===== config.mk =====
export PLATFORM = sky130hd
export DESIGN_NAME = box_draw_engine_flat
export DESIGN_NICKNAME = d
export VERILOG_FILES = /design/src/rtl/box_draw_engine_pkg.sv /design/src/rtl/box_draw_engine_if.sv /design/src/rtl/box_draw_engine_scan_counter.sv /design/src/rtl/box_draw_engine.sv /design/src/flat_wrapper.sv
export SDC_FILE = /design/constraint.sdc
export NUM_CORES = 1
export LEC_CHECK = 0
export ABC_AREA = 1
export BUFFER_PORTS_ARGS = -buffer_cell sky130_fd_sc_hd__buf_4
export CORE_AREA = 3 3 88 90
export CTS_CLUSTER_DIAMETER = 100
export DETAILED_ROUTE_END_ITERATION = 8
export DIE_AREA = 0 0 91 93
export PLACE_DENSITY_LB_ADDON = 0.15
export SLEW_MARGIN = 25
export SYNTH_ARGS = -nofsm -noshare
export SYNTH_HDL_FRONTEND = slang
export SYNTH_HIERARCHICAL = 1
export SYNTH_SLANG_ARGS = --single-unit

===== constraint.sdc =====
create_clock -name clock -period 4.4 [get_ports clock]
set_clock_uncertainty 0.1 [all_clocks]
set_input_delay 0.22 -clock clock [delete_from_list [all_inputs] [get_ports clock]]
set_output_delay 0.22 -clock clock [all_outputs]
set_load 0.01 [all_outputs]

===== src/rtl/box_draw_engine_pkg.sv =====
// Shared VGA frame constants, colours and the box engine state encoding.
// Imported by every file of the box draw engine slice.
package box_draw_engine_pkg;

  localparam int SCREEN_W = 160;
  localparam int SCREEN_H = 120;
  localparam int X_W      = 8;
  localparam int Y_W      = 7;
  localparam int DIM_W    = 5;
  localparam int COLOUR_W = 3;

  localparam logic [COLOUR_W-1:0] COL_BLACK = 3'b000;
  localparam logic [COLOUR_W-1:0] COL_RED   = 3'b100;
  localparam logic [COLOUR_W-1:0] COL_WHITE = 3'b111;

  typedef enum logic [1:0] {
    ST_IDLE   = 2'b00,
    ST_DRAW   = 2'b01,
    ST_FINISH = 2'b10
  } state_t;

  // Sums are one bit wider than the coordinate so off-screen pixels never wrap back on.
  function automatic logic on_screen(input logic [X_W:0] px, input logic [Y_W:0] py);
    return (int'(px) < SCREEN_W) && (int'(py) < SCREEN_H);
  endfunction

endpackage


===== src/rtl/box_draw_engine_if.sv =====
// Request handshake plus pixel bus between a game-object stage, the box engine
// and the VGA adapter.
interface box_draw_engine_if;
  import box_draw_engine_pkg::*;

  logic                req_valid;
  logic                req_ready;
  logic [X_W-1:0]      req_x;
  logic [Y_W-1:0]      req_y;
  logic [DIM_W-1:0]    req_w;
  logic [DIM_W-1:0]    req_h;
  logic [COLOUR_W-1:0] req_colour;
  logic [X_W-1:0]      x;
  logic [Y_W-1:0]      y;
  logic [COLOUR_W-1:0] colour;
  logic                plot;
  logic                done;

  modport master (
    output req_valid, req_x, req_y, req_w, req_h, req_colour,
    input  req_ready, x, y, colour, plot, done
  );

  modport slave (
    input  req_valid, req_x, req_y, req_w, req_h, req_colour,
    output req_ready, x, y, colour, plot, done
  );

endinterface


===== src/rtl/box_draw_engine_scan_counter.sv =====
// Nested dx/dy raster counter: dx runs fastest, load clears to (0,0) and captures the box size.
// Exposes the following position and a flag for the final position of the box.
module box_scan_counter
  import box_draw_engine_pkg::*;
(
  input  logic             clock,
  input  logic             reset,
  input  logic             load,
  input  logic             enable,
  input  logic [DIM_W-1:0] w,
  input  logic [DIM_W-1:0] h,
  output logic [DIM_W-1:0] next_dx,
  output logic [DIM_W-1:0] next_dy,
  output logic             last
);

  logic [DIM_W-1:0] dx;
  logic [DIM_W-1:0] dy;
  logic [DIM_W-1:0] w_q;
  logic [DIM_W-1:0] h_q;
  logic             row_end;

  always_comb begin
    row_end = (dx == w_q - 1'b1);
    last    = row_end && (dy == h_q - 1'b1);
    next_dx = row_end ? '0 : dx + 1'b1;
    next_dy = row_end ? dy + 1'b1 : dy;
  end

  always_ff @(posedge clock) begin
    if (reset) begin
      dx  <= '0;
      dy  <= '0;
      w_q <= '0;
      h_q <= '0;
    end else if (load) begin
      dx  <= '0;
      dy  <= '0;
      w_q <= w;
      h_q <= h;
    end else if (enable) begin
      dx <= next_dx;
      dy <= next_dy;
    end
  end

endmodule


===== src/rtl/box_draw_engine.sv =====
// Rasterises one solid rectangle per request into one pixel write per cycle,
// clipping pixels that fall outside the 160x120 frame without changing timing.
module box_draw_engine
  import box_draw_engine_pkg::*;
(
  input  logic            clock,
  input  logic            reset,
  box_draw_engine_if.slave bus
);

  state_t              state;
  state_t              next_state;
  logic [X_W-1:0]      x0_q;
  logic [Y_W-1:0]      y0_q;
  logic [COLOUR_W-1:0] colour_q;
  logic                empty_box;
  logic                scan_load;
  logic                scan_enable;
  logic                scan_last;
  logic                emit;
  logic [DIM_W-1:0]    next_dx;
  logic [DIM_W-1:0]    next_dy;
  logic [X_W:0]        pix_x;
  logic [Y_W:0]        pix_y;
  logic [COLOUR_W-1:0] pix_colour;
  logic                pix_visible;

  assign empty_box = (bus.req_w == '0) || (bus.req_h == '0);

  always_ff @(posedge clock) begin
    if (reset) state <= ST_IDLE;
    else       state <= next_state;
  end

  // The accept edge already registers pixel (0,0); each DRAW edge registers the next one.
  always_comb begin
    next_state    = state;
    scan_load     = 1'b0;
    scan_enable   = 1'b0;
    emit          = 1'b0;
    bus.req_ready = 1'b0;
    bus.done      = 1'b0;
    unique case (state)
      ST_IDLE: begin
        bus.req_ready = 1'b1;
        if (bus.req_valid) begin
          scan_load  = 1'b1;
          emit       = !empty_box;
          next_state = empty_box ? ST_FINISH : ST_DRAW;
        end
      end
      ST_DRAW: begin
        if (scan_last) begin
          next_state = ST_FINISH;
        end else begin
          scan_enable = 1'b1;
          emit        = 1'b1;
        end
      end
      ST_FINISH: begin
        bus.done   = 1'b1;
        next_state = ST_IDLE;
      end
      default: next_state = ST_IDLE;
    endcase
  end

  box_scan_counter u_scan (
    .clock   (clock),
    .reset   (reset),
    .load    (scan_load),
    .enable  (scan_enable),
    .w       (bus.req_w),
    .h       (bus.req_h),
    .next_dx (next_dx),
    .next_dy (next_dy),
    .last    (scan_last)
  );

  always_comb begin
    if (state == ST_IDLE) begin
      pix_x      = {1'b0, bus.req_x};
      pix_y      = {1'b0, bus.req_y};
      pix_colour = bus.req_colour;
    end else begin
      pix_x      = {1'b0, x0_q} + {{(X_W + 1 - DIM_W){1'b0}}, next_dx};
      pix_y      = {1'b0, y0_q} + {{(Y_W + 1 - DIM_W){1'b0}}, next_dy};
      pix_colour = colour_q;
    end
    pix_visible = emit && on_screen(pix_x, pix_y);
  end

  always_ff @(posedge clock) begin
    if (reset) begin
      x0_q     <= '0;
      y0_q     <= '0;
      colour_q <= COL_BLACK;
    end else if (scan_load) begin
      x0_q     <= bus.req_x;
      y0_q     <= bus.req_y;
      colour_q <= bus.req_colour;
    end
  end

  // Coordinates only move on a real write, so they hold through clipped pixels.
  always_ff @(posedge clock) begin
    if (reset) begin
      bus.x      <= '0;
      bus.y      <= '0;
      bus.colour <= COL_BLACK;
      bus.plot   <= 1'b0;
    end else begin
      bus.plot <= pix_visible;
      if (pix_visible) begin
        bus.x      <= pix_x[X_W-1:0];
        bus.y      <= pix_y[Y_W-1:0];
        bus.colour <= pix_colour;
      end
    end
  end

endmodule


===== src/flat_wrapper.sv =====
// flat-port wrapper written by rule: the top's interface ports become plain ports
module box_draw_engine_flat import box_draw_engine_pkg::*;
  (clock, reset, bus_req_valid, bus_req_x, bus_req_y, bus_req_w, bus_req_h, bus_req_colour, bus_req_ready, bus_x, bus_y, bus_colour, bus_plot, bus_done);
  box_draw_engine_if bus_i ();
  input  logic clock;
  input  logic reset;
  input wire logic [$bits(bus_i.req_valid)-1:0] bus_req_valid;
  input wire logic [$bits(bus_i.req_x)-1:0] bus_req_x;
  input wire logic [$bits(bus_i.req_y)-1:0] bus_req_y;
  input wire logic [$bits(bus_i.req_w)-1:0] bus_req_w;
  input wire logic [$bits(bus_i.req_h)-1:0] bus_req_h;
  input wire logic [$bits(bus_i.req_colour)-1:0] bus_req_colour;
  output wire logic [$bits(bus_i.req_ready)-1:0] bus_req_ready;
  output wire logic [$bits(bus_i.x)-1:0] bus_x;
  output wire logic [$bits(bus_i.y)-1:0] bus_y;
  output wire logic [$bits(bus_i.colour)-1:0] bus_colour;
  output wire logic [$bits(bus_i.plot)-1:0] bus_plot;
  output wire logic [$bits(bus_i.done)-1:0] bus_done;
  assign bus_i.req_valid = bus_req_valid;
  assign bus_i.req_x = bus_req_x;
  assign bus_i.req_y = bus_req_y;
  assign bus_i.req_w = bus_req_w;
  assign bus_i.req_h = bus_req_h;
  assign bus_i.req_colour = bus_req_colour;
  assign bus_req_ready = bus_i.req_ready;
  assign bus_x = bus_i.x;
  assign bus_y = bus_i.y;
  assign bus_colour = bus_i.colour;
  assign bus_plot = bus_i.plot;
  assign bus_done = bus_i.done;
  box_draw_engine u_core (.clock(clock), .reset(reset), .bus(bus_i));
endmodule

## Word level (Yosys, flattened, before mapping)

Cells that the tools add are included.

- Eq/ne operators: 6
- Muxes and demuxes: 17
- Add/subtract/negate cells: 6
- Reductions and logical operators: 10
- $lt $le $gt $ge: 2

Operators with widths:

| cell | number |
|---|---|
| adder 5 x 1 -> 5 bit, second input constant | 2 |
| == test 5 bit | 2 |
| zero test 5 bit | 2 |
| 2-to-1 mux 5 bit | 2 |
| subtractor 5 x 1 -> 5 bit, second input constant | 2 |
| adder 8 x 5 -> 9 bit | 1 |
| less-than comparator 9 x 8 -> 1 bit, second input constant | 1 |
| 2-to-1 mux 9 bit | 1 |
| adder 7 x 5 -> 8 bit | 1 |
| less-than comparator 8 x 7 -> 1 bit, second input constant | 1 |
| 2-to-1 mux 8 bit | 1 |
| 2-to-1 mux 1 bit | 7 |
| 2-to-1 mux 2 bit | 3 |
| one-hot mux 2 bit (2 select lines) | 1 |
| logical AND 1 bit | 3 |
| 2-to-1 mux 3 bit | 1 |
| == test 2 x 1 -> 1 bit, second input constant | 1 |
| == test 2 bit, second input constant | 1 |
| zero test 2 bit | 1 |
| != test 2 x 1 -> 1 bit, second input constant | 1 |
| != test 2 bit, second input constant | 1 |
| one-hot mux 1 bit (2 select lines) | 1 |
| AND reduction 2 bit | 1 |
| OR reduction 2 bit | 1 |
| 2 further kinds | 2 |

- Bits in registers: 59
- Word-level logic and storage cells: 53
- Input bits: 31
- Output and inout port bits: 21

## Depth between registers and ports, before layout

- Word-level depth: 8
- Depth in mapped cells: 29
- Mapped depth without buffers: 27

## Cells and area by module

The synthesis kept the hierarchy.

By module, submodules not included:

| module | area each (µm²) | seq. area each (µm²) | times used | cells an instance |
|---|---|---|---|---|
| box_draw_engine | 2422.3 | 780.7 | 1 | 386 |
| box_scan_counter | 1303.8 | 400.4 | 1 | 194 |

## Least setup slack after synthesis

OpenSTA, ideal clock, no wires.

- Kind: reg2reg
- Start: reg u_core.u_scan.w_q[0]
- End: reg u_core.bus.y[2]
- Path slack: 1.295 ns
- Required time: 4.187 ns
- Clock period less this slack: 3.105 ns
- Stages on the path, launching flop included: 29
- Setup time: 0.113 ns
- Arrival: 2.892 ns
- Path buffers: 2
- Cells stage by stage: dfxtp_1 -> inv_2 -> ha_1 -> inv_1 -> nand2_1 -> nand2_1 -> nor2_1 -> nand2_1 -> nor2_4 -> nand2_2 -> buf_6 -> nand2_4 -> nand2_1 -> ha_1 -> inv_1 -> fa_1 -> inv_1 -> nand3_1 -> nand3b_1 -> nand2_1 -> nand2_1 -> nand2_1 -> nor2_1 -> nand3_2 -> nand3_4 -> buf_6 -> nand2_1 -> nand2_1 -> nor2_1

- Longest elaborated chain between the ends: 8
- Elaborated cells between the ends (all ways): 15
- Those cells by class: 3 x add/sub; 2 x order compare; 1 x eq/ne; 6 x mux; 3 x reduce/logical

RTL lines:

| element | RTL line | RTL |
|---|---|---|
| from (decl) | box_draw_engine_scan_counter.sv:19 | `logic [DIM_W-1:0] w_q;` |
| from (signal assigned) | box_draw_engine_scan_counter.sv:39 | `w_q <= w;` |
| subtractor 5 x 1 -> 5 bit * | box_draw_engine_scan_counter.sv:24 | `row_end = (dx == w_q - 1'b1);` |
| == test 5 bit * | box_draw_engine_scan_counter.sv:24 |  |
| 2-to-1 mux 5 bit * | box_draw_engine_scan_counter.sv:27 | `next_dy = row_end ? dy + 1'b1 : dy;` |
| via u_core.next_dy[0] | box_draw_engine.sv:22 | `logic [DIM_W-1:0] next_dy;` |
| adder 7 x 5 -> 8 bit * | box_draw_engine.sv:87 | `pix_y = {1'b0, y0_q} + {{(Y_W + 1 - DIM_W){1'b0}}, next_dy};` |
| 2-to-1 mux 8 bit * | box_draw_engine.sv:81 | `if (state == ST_IDLE) begin` |
| less-than comparator 8 x 7 -> 1 bit | box_draw_engine_pkg.sv:24 | `return (int'(px) < SCREEN_W) && (int'(py) < SCREEN_H);` |
| logical AND 1 bit | box_draw_engine_pkg.sv:24 |  |
| logical AND 1 bit | box_draw_engine.sv:90 | `pix_visible = emit && on_screen(pix_x, pix_y);` |
| to (signal assigned) | box_draw_engine.sv:116 | `bus.y <= pix_y[Y_W-1:0];` |
| to (decl) | box_draw_engine_if.sv:26 | `output req_ready, x, y, colour, plot, done` |

Mark *: on every way through the listed nets, which the timed path passes. The rest lies on a longest branch.
A chain may end at the register's enable or synchronous reset.

## Final worst setup path

- Start: reg u_core.u_scan.w_q[0]
- End: reg u_core.bus.colour[1]

- Longest elaborated chain between the ends: 8
- Elaborated cells between the ends (all ways): 15
- Those cells by class: 3 x add/sub; 2 x order compare; 1 x eq/ne; 6 x mux; 3 x reduce/logical

RTL lines:

| element | RTL line | RTL |
|---|---|---|
| subtractor 5 x 1 -> 5 bit | box_draw_engine_scan_counter.sv:24 |  |
| == test 5 bit | box_draw_engine_scan_counter.sv:24 |  |
| 2-to-1 mux 5 bit | box_draw_engine_scan_counter.sv:26 | `next_dx = row_end ? '0 : dx + 1'b1;` |
| via u_core.next_dx[2] | box_draw_engine.sv:21 | `logic [DIM_W-1:0] next_dx;` |
| adder 8 x 5 -> 9 bit | box_draw_engine.sv:86 | `pix_x = {1'b0, x0_q} + {{(X_W + 1 - DIM_W){1'b0}}, next_dx};` |
| 2-to-1 mux 9 bit | box_draw_engine.sv:81 |  |
| less-than comparator 9 x 8 -> 1 bit | box_draw_engine_pkg.sv:24 |  |
| logical AND 1 bit | box_draw_engine_pkg.sv:24 |  |
| logical AND 1 bit | box_draw_engine.sv:90 |  |
| to (signal assigned) | box_draw_engine.sv:117 | `bus.colour <= pix_colour;` |
| to (decl) | box_draw_engine_if.sv:26 |  |

The timed path passes the listed nets, and every way through them passes these cells.

==> metrics.txt <==
Mapped Area 3730 um2; Tmin final ~3.6 ns; Hold WC Path Type primary input to flip-flop; via count 3566; Die Wd about 90 um; number of flops mapped to enable cells by yosys 0; Clock Sinks 59; CP arrival 3.72 ns; startpoint types flip-flop; Worst Path Required 4.52 ns; combinational fraction of design power between 30% and 40%; ys async rst share 0%; CP dominant cell by count nand2_1; CP max-delay cell dfxtp_1; Switching Share approximately a third; Relative slew margins 50.0%; total internal power 1.06 mW; Yosys cell types 36; Synth area leaders dfxtp_1 (32%), nand2_1 (18%), inv_1 (8.4%), nor2_1 (7.6%), ha_1 (4.7%); # Post-CTS Setup Buffers 0; Total Neg Setup Slack 0 ns; P_sw 0.552 mW; Clock Latency Late Sink 0.34 ns; syn_area_per_cell 6.42 um2; Site Rows 31; highest ir drop seen on vdd 0.210 mV; fmax 278 MHz; Final nets 674; CTS tree yes; HPWL after DPL 6.45 mm; n_diodes 0; DR WL/cell 11.7 um; WHS 0.0425 ns; final setup violation count 0; Synth top area share a little under a third; cells after synthesis 580; Via density about 5; Clock transition at path regs 0.07 ns; CP endpoint kind flip-flop; buffer depth of the longest clock path 2; grt met3 use 5.31%; PnR Total Power 1.62 mW; I/O Buffers 51; Synth Flop Type dfxtp_1; CP cell instances inv_2 > ha_1 > nand2_1 > nand2_1 > nor2_1 > nand2_1 > nor2_4 > nand2_2 > nand2_1 > inv_1 > ha_1 > nor2_1 > a21oi_1 > nand2_1 > nand2_1 > nand2_1 > nand3_1 > nand2_1 > nand2_2 > nand3_4 > nor2_1 > nor2_1; grt ovf 0; drt pass-1 iters 5; CP max stage delay 0.35 ns; leak pwr roughly 2.3 nW; unrepaired setup endpoints after global routing false; Ys Warns 6; Crit Path Max Fanout 32; Seq/Total Area, Yosys 31.7%; post-CTS sizing 0; met1 usage 27.8%; die area approximately 8500 um2; Setup CP Type flip-flop to flip-flop; sequential share of power 39.7%; area of the core 7140 um2; M2 GR Usage 35.7%; root buf cell clkbuf_8; hold_buf cts 0; cts bufs inserted 9; final hold violations 0; status finished clean; initial detailed-routing violation count 200; placer congestion estimate about 0.92; Post-synth top cells nand2_1 (174), inv_1 (83), nor2_1 (75); Area Overhead vs Synth 16.4%; first-pass GRT wire length around 15 mm; cell taking the most area after synthesis dfxtp_1; Total Routed Length 8.52 mm; antenna violations before repair 0; syn nets 627; GRT Total Usage 21.6%; most frequent cell after synthesis nand2_1; Clock power frac 30.2%; H-tree depth 3; gr busiest metal met2; PwrDens about 370 nW/um2; worst slew pin tran around 0.75 ns; fin crit share 81.8%; Die Ht 93 um; Max-cap violations 0; largest net degree at the start of global routing 33; DRC 0; Final Max Tran Viols 0; #FFs+latches synth 59; fillers between 700 and 800; Initial Utilization between 50% and 60%; number of global-route vias before repair between 3000 and 4000; share of cells above drive strength 1 approximately 16%; dpl ws about 0.84 ns; delay-heaviest family, CP simple AND/OR/NAND/NOR gates; final setup margin 0.800 ns; post-route ant nets 0; Buf+Inv Stages, Crit Path 2; # IOs between 50 and 60
==> layer usage <==
layer / routed length (um) / share of wire, % / up-vias
met5: 0 / 0 / -
met4: 141 / 1.7 / 0
met3: 522 / 6.1 / 16
met2: 3950 / 46 / 100
met1: 3910 / 46 / 1559
li1: - / - / 1891
==> registers in the layout, indices dropped and copies added (netlist names) <==
signal / cells
u_core/x0_q: 8
u_core/u_scan/h_q: 5
u_core/u_scan/w_q: 5
u_core/bus.x: 8
u_core/state: 2
u_core/y0_q: 7
u_core/bus.plot: 1
u_core/bus.colour: 3
u_core/bus.y: 7
u_core/u_scan/dy: 5
u_core/u_scan/dx: 5
u_core/colour_q: 3
==> cell type report <==
class                           count  area (um2)  area share [%]
Clock inverter                      5        52.6            1.21
Inverter                           94         353            8.13
Timing Repair Buffer               53         398            9.17
Clock buffer                       11         141            3.26
Multi-Input combinational cell    410        2090            48.1
Sequential cell                    59        1180            27.2
Tap cell                           99         124            2.86
==> cells in the final DEF (no fill, tap or decap), drive strengths merged, types with 2 or more instances in the layout <==
cell type,n
nor2,78
o21ai,19
fa,2
buf,53
nand2,181
inv,93
clkinv,4
nor3,5
nand3b,3
ha,14
nand3,37
a21oi,28
a211oi,12
or2,6
clkbuf,11
xnor2,3
dfxtp,59
xor2,10
nand4,9
==> cells by family (layout without fill, tap and decap cells) <==
family                   after synthesis  after routing  synth area share [%]
AND/OR/NAND/NOR                      319            319                  37.6
AO/OA/AOI/OAI                         62             62                  9.60
adder cells (fa/ha/maj)               16             16                  5.78
buffers and inverters                111            163                  12.3
XOR/XNOR                              13             13                  3.06
flip-flops                            59             59                  31.7
==> per-stage QoR <==
| stage | instance area [um2] | utilization, % | cells |
|---|---|---|---|
| 6_report | 4340 | 60.8 | 731 |
| 5_1_grt | 4340 | 60.8 | 731 |
| 4_1_cts | 4340 | 60.8 | 731 |
| 3_5_place_dp | 4140 | 58.1 | 715 |
| 2_1_floorplan | 3730 | - | 580 |
| 3_3_place_gp | 4140 | 58.1 | 715 |
==> power groups by stage <==
stage               Combinational [mW]  Sequential, mW  Clock (mW)
global placement                 0.478           0.652           0
detailed placement               0.484           0.654           0
CTS                              0.488           0.643       0.504
floorplan                        0.342           0.661           0
global route                     0.557           0.651       0.530
finish                           0.486           0.642       0.488
==> tightest hold or removal path: stages <==
cell and delay (ns):
buf_4 0.11, nand2_1 0.05, a21oi_1 0.05
==> final timing paths <==
check                                     from  slack [ns]  cells after the start                                 to
max          u_core/u_scan/w_q[0]$_SDFFE_PP0P_        0.80                     22  u_core/bus.colour[1]$_SDFFE_PP0P_
min                               bus_req_h[4]        0.04                      3  u_core/u_scan/h_q[4]$_SDFFE_PP0P_
max reg2reg  u_core/u_scan/w_q[0]$_SDFFE_PP0P_        0.80                     22  u_core/bus.colour[1]$_SDFFE_PP0P_
min reg2reg    u_core/colour_q[1]$_SDFFE_PP0P_        0.37                      2    u_core/colour_q[1]$_SDFFE_PP0P_
Note: power is estimated with default switching activity, not from simulation.
